--- src/rtl/video_mode_ctrl.sv ---
// video_mode_ctrl: four-entry video mode table and mode-switch sequencer for
// the HDMI timing generator. A switch waits for a frame edge, holds the
// generator in reset, loads the new timing, retunes the pixel PLL, settles
// and then releases the generator.
// Optional feature macro: VIDEO_MODE_CTRL_PLL_EN. When it is defined, the
// PLL handshake state is present. When it is undefined, LOAD goes straight
// to SETTLE, pll_req and pll_err stay low, and pll_done is ignored.
module video_mode_ctrl #(
    parameter logic [1:0] DEFAULT_MODE  = 2'd0,
    parameter int         SETTLE_CYCLES = 16,
    parameter int         VS_TIMEOUT    = 2_000_000,
    parameter int         PLL_TIMEOUT   = 1_000_000
) (
    input  logic        clk,
    input  logic        reset_n,
    input  logic        mode_req,
    input  logic [1:0]  mode_sel,
    output logic        mode_ack,
    output logic        mode_busy,
    output logic [1:0]  cur_mode,
    input  logic        tg_vs,
    output logic        tg_rst_n,
    output logic [11:0] h_total,
    output logic [11:0] h_sync,
    output logic [11:0] h_start,
    output logic [11:0] h_end,
    output logic [11:0] v_total,
    output logic [11:0] v_sync,
    output logic [11:0] v_start,
    output logic [11:0] v_end,
    output logic [11:0] v_active_14,
    output logic [11:0] v_active_24,
    output logic [11:0] v_active_34,
    output logic [1:0]  pll_sel,
    output logic        pll_req,
    input  logic        pll_done,
    output logic        pll_err
);

    typedef struct packed {
        logic [11:0] h_total, h_sync, h_start, h_end;
        logic [11:0] v_total, v_sync, v_start, v_end;
    } timing_t;

    typedef struct packed {
        logic [11:0] q14, q24, q34;
    } quarter_t;

    typedef enum logic [2:0] {IDLE, WAIT_VS, LOAD, PLL, SETTLE, DONE} state_t;

    // Fixed mode table, fields in struct order.
    function automatic timing_t mode_entry(input logic [1:0] m);
        case (m)
            2'd0:    mode_entry = {12'd799,  12'd95,  12'd143, 12'd783,  12'd524,  12'd1, 12'd34, 12'd514};
            2'd1:    mode_entry = {12'd1649, 12'd39,  12'd259, 12'd1539, 12'd749,  12'd4, 12'd24, 12'd744};
            2'd2:    mode_entry = {12'd2199, 12'd43,  12'd189, 12'd2109, 12'd1124, 12'd4, 12'd40, 12'd1120};
            default: mode_entry = {12'd1055, 12'd127, 12'd215, 12'd1015, 12'd627,  12'd3, 12'd26, 12'd626};
        endcase
    endfunction

    // Quarter lines of the active region, 13-bit arithmetic truncated to 12 bits.
    function automatic quarter_t quarters(input timing_t t);
        logic [12:0] span, span3, s14, s24, s34;
        span  = {1'b0, t.v_end} - {1'b0, t.v_start};
        span3 = span + (span << 1);
        s14   = {1'b0, t.v_start} + (span >> 2);
        s24   = {1'b0, t.v_start} + (span >> 1);
        s34   = {1'b0, t.v_start} + (span3 >> 2);
        quarters = {s14[11:0], s24[11:0], s34[11:0]};
    endfunction

    localparam timing_t     DEFAULT_TIMING   = mode_entry(DEFAULT_MODE);
    localparam quarter_t    DEFAULT_QUARTERS = quarters(DEFAULT_TIMING);
    localparam logic [31:0] VS_LAST          = 32'(VS_TIMEOUT - 1);
    localparam logic [31:0] PLL_LAST         = 32'(PLL_TIMEOUT - 1);
    localparam logic [31:0] SETTLE_LAST      = 32'(SETTLE_CYCLES - 1);
`ifdef VIDEO_MODE_CTRL_PLL_EN
    localparam state_t BOOT_STATE = PLL;
    localparam state_t AFTER_LOAD = PLL;
`else
    localparam state_t BOOT_STATE = SETTLE;
    localparam state_t AFTER_LOAD = SETTLE;
`endif

    state_t      state_reg, state_next;
    logic [31:0] cnt_reg;
    logic [1:0]  sel_reg, cur_mode_reg;
    timing_t     timing_reg;
    quarter_t    quarter_reg;
    logic        tg_rst_n_reg, mode_ack_reg, mode_busy_reg, boot_reg;
    logic        pll_req_reg, pll_err_reg, pll_started_reg;
    logic        vs_sync1_reg, vs_sync2_reg, vs_prev_reg;
    logic        frame_edge, pll_done_eff, pll_timeout;

`ifdef VIDEO_MODE_CTRL_PLL_EN
    assign pll_done_eff = pll_done;
    assign pll_req      = pll_req_reg;
    assign pll_err      = pll_err_reg;
`else
    logic unused_pll;
    assign unused_pll   = pll_done ^ pll_req_reg ^ pll_err_reg;
    assign pll_done_eff = 1'b0;
    assign pll_req      = 1'b0;
    assign pll_err      = 1'b0;
`endif

    // Frame edge: synchronized high-to-low transition of the sync pulse.
    assign frame_edge  = vs_prev_reg & ~vs_sync2_reg;
    assign pll_timeout = (state_reg == PLL) && pll_started_reg && !pll_done_eff && (cnt_reg == PLL_LAST);

    // State register; reset restarts the boot sequence.
    always_ff @(posedge clk or negedge reset_n) begin
        if (!reset_n) state_reg <= BOOT_STATE;
        else          state_reg <= state_next;
    end

    // Next-state logic.
    always_comb begin
        state_next = state_reg;
        case (state_reg)
            IDLE:    if (mode_req && !mode_ack_reg)
                         state_next = (mode_sel == cur_mode_reg) ? DONE : WAIT_VS;
            WAIT_VS: if (frame_edge || cnt_reg == VS_LAST) state_next = LOAD;
            LOAD:    state_next = AFTER_LOAD;
            PLL:     if (pll_started_reg && (pll_done_eff || cnt_reg == PLL_LAST)) state_next = SETTLE;
            SETTLE:  if (cnt_reg == SETTLE_LAST) state_next = DONE;
            DONE:    state_next = IDLE;
            default: state_next = IDLE;
        endcase
    end

    // Two-flop synchronizer plus history flop for the generator vsync.
    always_ff @(posedge clk or negedge reset_n) begin
        if (!reset_n) begin
            vs_sync1_reg <= 1'b1;
            vs_sync2_reg <= 1'b1;
            vs_prev_reg  <= 1'b1;
        end else begin
            vs_sync1_reg <= tg_vs;
            vs_sync2_reg <= vs_sync1_reg;
            vs_prev_reg  <= vs_sync2_reg;
        end
    end

    // Registered outputs, per-state counter and handshake flags.
    always_ff @(posedge clk or negedge reset_n) begin
        if (!reset_n) begin
            cnt_reg         <= '0;
            sel_reg         <= DEFAULT_MODE;
            cur_mode_reg    <= DEFAULT_MODE;
            timing_reg      <= DEFAULT_TIMING;
            quarter_reg     <= DEFAULT_QUARTERS;
            tg_rst_n_reg    <= 1'b0;
            mode_ack_reg    <= 1'b0;
            mode_busy_reg   <= 1'b1;
            boot_reg        <= 1'b1;
            pll_req_reg     <= 1'b0;
            pll_err_reg     <= 1'b0;
            pll_started_reg <= 1'b0;
        end else begin
            // The counter restarts on every state change; in PLL it starts
            // only once the reconfiguration strobe has gone out.
            cnt_reg <= (state_next != state_reg || (state_reg == PLL && !pll_started_reg))
                       ? '0 : cnt_reg + 32'd1;
            pll_started_reg <= (state_next == PLL);
            pll_req_reg     <= (state_next == PLL) && !pll_started_reg;
            if (pll_timeout) pll_err_reg <= 1'b1;
            // Completion pulse follows DONE; the boot pass stays silent.
            mode_ack_reg <= (state_reg == DONE) && !boot_reg;
            if (state_reg == IDLE && state_next != IDLE) begin
                sel_reg       <= mode_sel;
                mode_busy_reg <= 1'b1;
            end
            if (state_reg == DONE) begin
                mode_busy_reg <= 1'b0;
                boot_reg      <= 1'b0;
            end
            // Entering LOAD: hold the generator and retarget every timing field.
            if (state_reg == WAIT_VS && state_next == LOAD) begin
                tg_rst_n_reg <= 1'b0;
                timing_reg   <= mode_entry(sel_reg);
                quarter_reg  <= quarters(mode_entry(sel_reg));
                cur_mode_reg <= sel_reg;
            end
            if (state_next == DONE && state_reg != DONE) tg_rst_n_reg <= 1'b1;
        end
    end

    assign mode_ack    = mode_ack_reg;
    assign mode_busy   = mode_busy_reg;
    assign cur_mode    = cur_mode_reg;
    assign pll_sel     = cur_mode_reg;
    assign tg_rst_n    = tg_rst_n_reg;
    assign h_total     = timing_reg.h_total;
    assign h_sync      = timing_reg.h_sync;
    assign h_start     = timing_reg.h_start;
    assign h_end       = timing_reg.h_end;
    assign v_total     = timing_reg.v_total;
    assign v_sync      = timing_reg.v_sync;
    assign v_start     = timing_reg.v_start;
    assign v_end       = timing_reg.v_end;
    assign v_active_14 = quarter_reg.q14;
    assign v_active_24 = quarter_reg.q24;
    assign v_active_34 = quarter_reg.q34;

endmodule

--- config.mk ---
export PLATFORM = sky130hd
export DESIGN_NAME = video_mode_ctrl
export DESIGN_NICKNAME = d
export VERILOG_FILES = /design/src/rtl/video_mode_ctrl.sv
export SDC_FILE = /design/constraint.sdc
export NUM_CORES = 1
export LEC_CHECK = 0
export CAP_MARGIN = 40
export CORE_MARGIN = 3
export CORE_UTILIZATION = 38
export DETAILED_ROUTE_END_ITERATION = 16
export GPL_TIMING_DRIVEN = 0
export PLACE_DENSITY = 0.7
export SLEW_MARGIN = 20
export SYNTH_ARGS = -nofsm -noshare
export SYNTH_HDL_FRONTEND = slang
export SYNTH_SLANG_ARGS = --single-unit
--- constraint.sdc ---
create_clock -name clk -period 3.4 [get_ports clk]
set_clock_uncertainty 0.2 [all_clocks]
set_input_delay 0.68 -clock clk [delete_from_list [all_inputs] [get_ports clk]]
set_output_delay 0.68 -clock clk [all_outputs]
set_load 0.03 [all_outputs]
# Yosys cells after proc, flatten, opt, wreduce, memory -nomap -nowiden
# Cells that the tools add are included.
[word_totals]
reg_bits = 179
inputBits = 7
elab_cells = 77
[classes]
add_sub_neg = 6
eq_ne = 16
mux = 13
bitwise_logic = 2
n_reduce_logical = 17
[ops]
columns = ["operator", "count"]
rows = [
  ["one-hot mux 96 bit (3 select lines)", 1],
  ["adder 32 x 1 -> 32 bit, second input constant", 1],
  ["== test 32 x 20 -> 1 bit, second input constant", 1],
  ["== test 32 x 21 -> 1 bit, second input constant", 1],
  ["== test 32 x 4 -> 1 bit, second input constant", 1],
  ["two-way mux 32 bit", 1],
  ["adder 12 x 11 -> 12 bit", 2],
  ["two-way mux 24 bit", 1],
  ["two-way mux 3 bit", 5],
  ["one-hot mux 3 bit (5 select lines)", 1],
  ["adder 13 bit", 1],
  ["subtractor 12 x 12 -> 13 bit", 1],
  ["adder 12 bit", 1],
  ["== test 3 x 2 -> 1 bit, second input constant", 4],
  ["== test 3 bit, second input constant", 3],
  ["logical AND 1 bit", 7],
  ["two-way mux 1 bit", 4],
  ["nonzero test 2 bit", 2],
  ["== test 3 x 1 -> 1 bit, second input constant", 1],
  ["zero test 1 bit", 3],
  ["zero test 3 bit", 1],
  ["!= test 3 bit", 1],
  ["!= test 3 bit, second input constant", 1],
  ["nonzero test 3 bit", 1],
  ["other kinds (7)", 8],
]

# Logic depth before layout (Yosys ltp)
# Gate-level depths: netlist of run 1.
[depth]
ltp_word = 11
depth_mapped = 11
depth_no_buf = 10

# Worst setup path after synthesis of run 1
# Ideal clock, no wire load.
[synth_path]
path_kind = "register to register"
startpoint = "register sel_reg[0]"
endpoint = "register quarter_reg, in the netlist v_active_34[10]"
setup_ns = 0.125
t_arrival_ns = 2.417
required_time_ns = 3.075
setup_slack_ns = 0.658
path_stages_with_launch = 9
n_path_buf = 1
synth_period_minus_slack_ns = 2.742
cell_sequence = "dfrtp_1 inv_1 ha_1 clkbuf_1 nand4bb_1 a21oi_1 ha_1 xnor3_1 mux2_2"
[synth_between]
elab_chain_cells = 6
word_cells_on_any_way = 8
[synth_lines]
columns = ["element", "line", "rtl"]
rows = [
  ["start: declaration", "87", "logic [1:0] sel_reg, cur_mode_reg;"],
  ["start signal: assignment", "171", "sel_reg <= mode_sel;"],
  ["== test 2 bit, or another cell as far along", "53", "case (m)"],
  ["one-hot mux 96 bit (3 select lines) (*)", "53", ""],
  ["two-way mux 24 bit (*)", "179", "if (state_reg == WAIT_VS && state_next == LOAD) begin"],
  ["subtractor 12 x 12 -> 13 bit", "64", "span = {1'b0, t.v_end} - {1'b0, t.v_start};"],
  ["adder 13 bit", "65", "span3 = span + (span << 1);"],
  ["adder 12 x 11 -> 12 bit (*)", "68", "s34 = {1'b0, t.v_start} + (span3 >> 2);"],
  ["end signal: assignment", "182", "quarter_reg <= quarters(mode_entry(sel_reg));"],
  ["end: declaration", "89", "quarter_t quarter_reg;"],
]
# Every way passes the cells marked *; elsewhere a longest branch is shown, timed or not. The select of a mux whose other input is x is not followed.
# A chain may end at the register's enable or synchronous reset.

# Final worst setup path of run 1
# Ends and elaborated chain as after synthesis.

==> results of run 1 <==
[cell usage after synthesis (2+ instances only)]
master,instances
buf_4,112
dfrtp_1,59
nor3_1,26
xor2_1,25
nand3_1,22
inv_1,21
ha_1,19
mux2_1,16
nand2_1,16
dfstp_2,15
nor2_1,13
xnor2_1,13
nand4_1,11
nor3_2,11
a21oi_1,8
clkbuf_1,8
mux2i_1,8
and3_1,7
o21ai_0,7
nor4_1,6
mux2_2,5
nand2b_1,4
buf_6,3
nand3b_1,3
or2_2,3
or4_1,3
a21oi_2,2
a31oi_1,2
and4_1,2
conb_1,2
o21a_1,2
or3_1,2
or4_4,2
[cell type report]
class	count	area [um2]	area share (%)
multi-input combinational	299	2110	31.9
clock buffer	10	239	3.61
sequential	74	1870	28.3
timing repair buffer	104	1060	16.0
buffer	124	910	13.8
clock inverter	6	136	2.06
tap	168	210	3.18
inverter	21	78.8	1.19
[placed cells by master (no fill, tap or decap), types with 3 or more instances in the layout]
cell type,netlist,final
a21oi_1,8,8
and3_1,7,7
buf_4,112,113
buf_6,3,3
bufinv_16,0,4
clkbuf_1,8,8
clkbuf_16,0,9
clkdlybuf4s50_1,0,102
conb_1,2,43
dfrtp_1,59,59
dfstp_2,15,15
ha_1,19,19
inv_1,21,21
mux2_1,16,16
mux2_2,5,5
mux2i_1,8,8
nand2_1,16,16
nand2b_1,4,4
nand3_1,22,22
nand3b_1,3,3
nand4_1,11,11
nor2_1,13,13
nor3_1,26,26
nor3_2,11,11
nor4_1,6,6
o21ai_0,7,7
or2_2,3,3
or4_1,3,3
xnor2_1,13,13
xor2_1,25,25
[kinds of logic after synthesis]
logic type / share of synthesized area, %
XOR/XNOR: 7.38
adder cells (fa/ha/maj): 4.94
buffers and inverters: 20.5
flip-flops: 38.8
AND/OR/NAND/NOR: 18.4
AO/OA/AOI/OAI: 3.25
multiplexers: 6.57
other: 0.156
[power groups by stage]
stage	combinational [mW]	clock [mW]	sequential [mW]
after floorplan	2.40	0	1.70
after global placement	4.03	0	1.41
after detailed placement	4.10	0	1.43
after CTS	4.11	1.20	1.41
after global routing	4.32	1.26	1.46
final	4.08	1.18	1.40
[per-stage QoR]
| stage | utilization (%) | setup WS [ns] | area [um2] | TNS, ns |
|---|---|---|---|---|
| 4_1_cts | 54.1 | 0.253 | 6610 | 0 |
| 2_1_floorplan | - | 0.658 | 4970 | 0 |
| 3_5_place_dp | 51.1 | 0.280 | 6240 | 0 |
| 3_3_place_gp | 50.9 | -1.02 | 6210 | -62.83 |
| 6_report | 54.1 | 0.286 | 6610 | 0 |
| 5_1_grt | 54.1 | 0.0470 | 6610 | 0 |
[worst max-delay path, delay by kind of cell, from the launching register on]
kind	cells	cell delay [ns]
adder cells (fa/ha/maj)	2	0.55
flip-flops	1	0.44
AO/OA/AOI/OAI	1	0.53
buffers and inverters	2	0.52
AND/OR/NAND/NOR	1	0.15
multiplexers	1	0.26
XOR/XNOR	1	0.36
[final timing paths]
path	start	to	slack (ns)	depth (start not counted)
max	sel_reg[0]	v_active_34[10]	0.29	8
min	reset_n	cnt_reg[23]	0.07	1
max reg2reg	sel_reg[0]	v_active_34[10]	0.29	8
min reg2reg	vs_sync1_reg	vs_sync2_reg	0.16	0
max in group asynchronous	reset_n	v_active_14[3]	2.32	2
min in group clk	vs_sync1_reg	vs_sync2_reg	0.16	0
[per-layer routing]
metal | wire [um] | GRT usage (%) | up-vias | share of wire, %
met5 | 0 | 0 | - | 0
met4 | 86 | 3.98 | 0 | 0.83
met3 | 728 | 3.92 | 11 | 7.0
met2 | 5240 | 25.6 | 128 | 51
met1 | 4300 | 17.5 | 1730 | 42
li1 | - | - | 1779 | -
==> impl_metrics.ini, run 1 <==
[status]
outcome = finished clean

[synthesis]
synth_area_mm2 = 0.00482
ys.flop_type = dfrtp_1
syn_inst = 477
ys_ff_latch = 74
syn_area_per_cell_um2 = 10.1
ys_types = 52
synthArstFlopShare_pct = 100
yosysTopAreaCellShare_pct = 30.6
yosysSeqAreaShare_pct = 38.8
synth_top_cell_by_area = dfrtp_1
yosysWarnings = 0
synth-edff-count = 0
yosys-top-cells-area = dfrtp_1 31%, buf_4 17%, dfstp_2 8.2%

[pwr]
p_total_mw = 6.66
p_int_mw = 3.82
p_leak_nw = 3.07
p_sw_share_pct = 42.7
combPwrFrac_pct = 61.2
seq_power_share_pct = 21.1
p_clk_share_pct = 17.7
switchingPower_mw = 2.84
powerDensity_mw_per_mm2 = 1010
ir_drop_mv = 0.443

[floorplanning]
die_h_um = 119
die_w_um = 119
rows = 40
initial_core_util_pct = 39.4
core_area_mm2 = 0.0122
die_area_mm2 = 0.0141
ioPinCount = 148

[clocking]
cts_made_buffers = 9
cts_hold_buffers = 0
clkSinkCount = 74
path_clk_slew_ns = 0.06
cts_resized = 0
cts_setup_buffers = 0
htreeDepth = 3
clock_path_buffers = 2
clk_latency_ns = 0.33
cts_root_buffer = clkbuf_16
cts_tree = yes

[cells_and_area]
nNetsFinal = 659
area_growth_pct = 37.3
finalNonFillerCells = 806
fillers = 1141
drive_gt1_share_pct = 27.9
diodes = 0
largest_register_ff_count = 32

[timing]
maxClockFrequency_mhz = 321
finalCritPeriodShare_pct = 91.6
holdWs_ns = 0.0719
slew_viol_final = 0
setup_viol = 0
grt_setup_unrepaired = no
finalHoldViolCount = 0
maxSlewHeadroom_pct = 56.2
tightest_slew_ns = 0.654
period_needed_ns = 3.11

[setup_path]
endpoint_kind = register
crit_path_start_kind = register
crit_required_ns = 3.42
crit_type = register to register
path_cells = inv_1 > ha_1 > clkbuf_1 > nand4bb_1 > a21oi_1 > ha_1 > xnor3_1 > mux2_2
worst_path_largest_cell_delay_ns = 0.53
crit_fanout = 9
cp.arrival_ns = 3.13
cpMostUsedCell = ha_1
slowest_stage = a21oi_1

[grt]
grt_overflow = 0
antenna_found_initial = 0
grt_pass1_wl_mm = 17.1
grt_pass1_vias = 3475
grt_start_max_net_pins = 48
track_usage_pct = 14.5

[placed_design]
dp_cells = 790
place_hpwl_mm = 8.09
gp_congestion = 0.875
port_buffers = 103

[detailed_routing]
drc = 0
drt_iter0_drc = 151
wl_mm = 10.3
avgViaCountPerCell = 4.53
ant_nets = 0
drt-pass1-iter-count = 4
vias = 3648
wl_per_cell_um = 12.8

[flow_run]
max_cap_viol_count = 0

[worst_hold_path]
hold_path.class = input pin to async pin
No activity file was read; power rests on OpenSTA's default activity.
==> run 2, diff against run 1 <==
--- a/config.mk
+++ b/config.mk
@@ -10,7 +10,7 @@
 export CORE_UTILIZATION = 38
 export DETAILED_ROUTE_END_ITERATION = 16
 export GPL_TIMING_DRIVEN = 0
-export PLACE_DENSITY = 0.7
+export PLACE_DENSITY = 0.65
 export SLEW_MARGIN = 20
 export SYNTH_ARGS = -nofsm -noshare
 export SYNTH_HDL_FRONTEND = slang
==> impl_metrics.ini, run 2 (synthesis gave the netlist of run 1 again) <==
[cells_and_area]
drive_gt1_share_pct = 27.7
largest_register_ff_count = 32
regArea_mm2 = 0.00187
layout_commonest_cell = buf_4
multi_input_area_mm2 = 0.00211
area_growth_pct = 36.2
fillers = 1148
diodes = 0
final_cell_mix = 113 x buf_4, 102 x clkdlybuf4s50_1, 59 x dfrtp_1
nNetsFinal = 659

[grt]
track_usage_pct = 14.3
grt_overflow = 0
grt_pass1_vias = 3354
grt_start_max_net_pins = 48
grt_pass1_wl_mm = 16.7
antenna_found_initial = 0

[setup_path]
path_cells = inv_1 > ha_1 > clkbuf_1 > nand4bb_1 > a21oi_1 > ha_1 > xnor3_1 > mux2_2
slowest_stage = a21oi_1
crit_required_ns = 3.42
crit_family = compound AO/OA/AOI/OAI gates
cpMostUsedCell = ha_1
crit_path_start_kind = register
cp.arrival_ns = 3.17
crit_buf_inv = 2
r2r_start = sel_reg[0]
endpoint_kind = register
crit_type = register to register
crit_fanout = 9
worst_path_largest_cell_delay_ns = 0.55
crit_start = sel_reg[0]

[timing]
period_needed_ns = 3.15
tightest_slew_ns = 0.681
finalCritPeriodShare_pct = 92.7
maxSlewHeadroom_pct = 54.6
maxClockFrequency_mhz = 317
holdWs_ns = 0.0697
slew_viol_final = 0
setup_viol = 0
grt_setup_unrepaired = no
finalHoldViolCount = 0

[clocking]
clock_path_buffers = 2
cts_root_buffer = clkbuf_16
cts_hold_buffers = 0
clkSinkCount = 74
path_clk_slew_ns = 0.06
cts_tree = yes
cts_resized = 0
cts_setup_buffers = 0
clk_latency_ns = 0.33
htreeDepth = 3
cts_made_buffers = 9

[placed_design]
gp_congestion = 0.866
port_buffers = 103
place_hpwl_mm = 7.95

[pwr]
p_total_mw = 6.50
ir_drop_mv = 0.348
powerDensity_mw_per_mm2 = 991
p_leak_nw = 3.05

[flow_run]
max_cap_viol_count = 0

[detailed_routing]
vias = 3566
wl_per_cell_um = 12.8
drc = 0
drt-pass1-iter-count = 4
avgViaCountPerCell = 4.42
ant_nets = 0
wl_mm = 10.3
drt_iter0_drc = 130

[floorplanning]
die_h_um = 119
die_w_um = 119
initial_core_util_pct = 39.4
rows = 40
ioPinCount = 148
die_area_mm2 = 0.0141
core_area_mm2 = 0.0122

[worst_hold_path]
hold_path.class = input pin to async pin

[status]
outcome = finished clean
-- run 2: cell types whose count changed in the layout (fill, tap and decap cells not counted) --
cell | before | now
clkinvlp_4 | 1 | 0
clkinv_4 | 0 | 1
bufinv_16 | 4 | 2
clkbuf_1 | 8 | 9
clkinv_2 | 0 | 2
inv_6 | 1 | 0
-- run 2: worst paths after layout --
kind                       depth (start not counted)               to  slack [ns]
min                                                1  v_active_24[11]        0.07
min reg2reg                                        0      vs_prev_reg        0.16
max reg2reg                                        8  v_active_34[10]        0.25
min in group clk                                   0      vs_prev_reg        0.16
max                                                8  v_active_34[10]        0.25
max in group asynchronous                          2      vs_prev_reg        2.30
-- run 2: layout make-up --
type | instances | area share [%]
timing repair buffer | 104 | 16.1
inverter | 21 | 1.20
tap | 168 | 3.20
sequential | 74 | 28.5
multi-input combinational | 299 | 32.2
clock inverter | 5 | 1.20
clock buffer | 11 | 3.70
buffer | 124 | 13.9
-- run 2: metrics by stage --
| step | cell area (um2) | setup slack (ns) | std cells | utilization, % | setup TNS, ns |
|---|---|---|---|---|---|
| after global placement | 6210 | -1.05 | 789 | 50.9 | -65.13 |
| after floorplan | 4970 | 0.658 | 518 | - | 0 |
| final | 6560 | 0.247 | 806 | 53.7 | 0 |
| after CTS | 6560 | 0.241 | 806 | 53.7 | 0 |
| after global routing | 6560 | 0.0394 | 806 | 53.7 | 0 |
| after detailed placement | 6240 | 0.232 | 790 | 51.1 | 0 |
-- run 2: where the power goes --
group	total, mW	internal [mW]	switching (mW)
registers	1.40	1.15	0.251
clock network	1.02	0.661	0.361
logic	4.08	1.85	2.22
-- run 2: routing by layer --
layer,up-vias,track usage (%),share of wire [%]
met5,-,0,0
li1,1780,-,-
met2,111,23.9,49
met1,1664,18.1,43
met4,0,4.71,1.0
met3,11,3.44,6.7
==> run 3, diff against run 2 <==
--- a/config.mk
+++ b/config.mk
@@ -11,6 +11,8 @@
 export DETAILED_ROUTE_END_ITERATION = 16
 export GPL_TIMING_DRIVEN = 0
 export PLACE_DENSITY = 0.65
+export REMOVE_ABC_BUFFERS = 1
+export SKIP_LAST_GASP = 1
 export SLEW_MARGIN = 20
 export SYNTH_ARGS = -nofsm -noshare
 export SYNTH_HDL_FRONTEND = slang
==> impl_metrics.ini, run 3 (synthesis gave the netlist of run 1 again) <==
[clocking]
cts_resized = 0
cts_made_buffers = 9
htreeDepth = 3
path_clk_slew_ns = 0.06
clk_latency_ns = 0.33
cts_tree = yes
cts_root_buffer = clkbuf_16
cts_hold_buffers = 0
clkSinkCount = 74
cts_setup_buffers = 0
clock_path_buffers = 2

[cells_and_area]
fillers = 1165
nNetsFinal = 540
diodes = 0
fin_util_pct = 47.1
layout_commonest_cell = clkdlybuf4s50_1
drive_gt1_share_pct = 13.1
area_growth_pct = 19.4
largest_register_ff_count = 32
final_cell_mix = 102 x clkdlybuf4s50_1, 59 x dfrtp_1, 43 x conb_1

[pwr]
p_total_mw = 5.93
ir_drop_mv = 0.316
p_leak_nw = 2.50
powerDensity_mw_per_mm2 = 1030

[timing]
setup_viol = 0
period_needed_ns = 3.03
maxSlewHeadroom_pct = 49.1
grt_setup_unrepaired = no
slew_viol_final = 0
maxClockFrequency_mhz = 330
finalCritPeriodShare_pct = 89.0
tightest_slew_ns = 0.760
finalHoldViolCount = 0

[setup_path]
endpoint_kind = register
crit_buf_inv = 1
crit_path_start_kind = register
crit_fanout = 16
cp.arrival_ns = 3.04
crit_family = simple AND/OR/NAND/NOR gates
worst_path_largest_cell_delay_ns = 0.59
crit_type = register to register
r2r_start = cnt_reg[26]
crit_start = cnt_reg[26]
slowest_stage = or4_4
crit_required_ns = 3.41
path_cells = or4_4 > nor4_4 > nand3_1 > a21oi_4 > buf_16 > mux2_2

[placed_design]
port_buffers = 103
place_hpwl_mm = 7.28
gp_congestion = 0.806

[detailed_routing]
met3_length_um = 733
drt_iter0_drc = 122
avgViaCountPerCell = 4.77
drt-pass1-iter-count = 4
highest_layer = met4
routed-wl-met2_mm = 4.95
wl_mm = 9.73
drc = 0
wl_per_cell_um = 14.2
ant_nets = 0
wl_met1_mm = 3.96
vias = 3280

[floorplanning]
die_w_um = 119
rows = 40
initial_core_util_pct = 39.4
core_area_mm2 = 0.0122
die_area_mm2 = 0.0141
ioPinCount = 148
die_h_um = 119

[worst_hold_path]
hold_path.class = input pin to async pin

[grt]
antenna_found_initial = 0
track_usage_pct = 13.9
grt_pass1_wl_mm = 16.1
grt_start_max_net_pins = 47
grt_pass1_vias = 3152
grt_overflow = 0

[status]
outcome = finished clean

[flow_run]
max_cap_viol_count = 0
## run 3: cell count changes in the layout (fill, tap and decap cells not counted), sizes merged
cell	before	now
clkinv	3	0
clkbuf	19	11
inv	21	23
clkinvlp	0	1
buf	118	7
## run 3: layer usage
layer	GRT usage [%]	up-vias
met2	24.0	125
met3	3.83	9
met1	16.9	1603
li1	-	1543
met4	3.69	0
met5	0	-
## run 3: power by group
group          switching (mW)  leakage (nW)  internal, mW  total [mW]
Combinational            2.10          1.40          1.39        3.49
Clock                   0.366         0.157         0.668        1.03
Sequential              0.260         0.943          1.15        1.41
## run 3: final cells by class
class                   count  area [um2]  area share, %
multi-input cells         299        2130           37.1
inverters                  21        78.8           1.37
flip-flops and latches     74        1870           32.5
clock inverters             5        85.1           1.48
clock buffers              11         243           4.22
well taps                 168         210           3.66
repair buffers            109        1130           19.7
## run 3: path summary, 6_finish.rpt
check / cells past startpoint / slack (ns) / endpoint
setup / recovery: 6 / 0.37 / v_active_34[2]
setup reg to reg: 6 / 0.37 / v_active_34[2]
hold / removal: 1 / 0.08 / v_active_24[11]
min in group clk: 0 / 0.16 / vs_sync2_reg
max in group asynchronous: 2 / 2.30 / vs_sync1_reg
hold reg to reg: 0 / 0.16 / vs_sync2_reg
## run 3: stage by stage
stage	cell area (um2)	setup WS (ns)	TNS, ns	std cells	hold slack (ns)
3_5_place_dp	5400	0.370	0	670	0.150
4_1_cts	5730	0.359	0	686	0.0747
6_report	5750	0.373	0	687	0.0767
2_1_floorplan	4060	0.266	0	394	0.145
3_3_place_gp	5300	-1.05	-74.39	665	0.149
5_1_grt	5750	0.214	0	687	0.0929
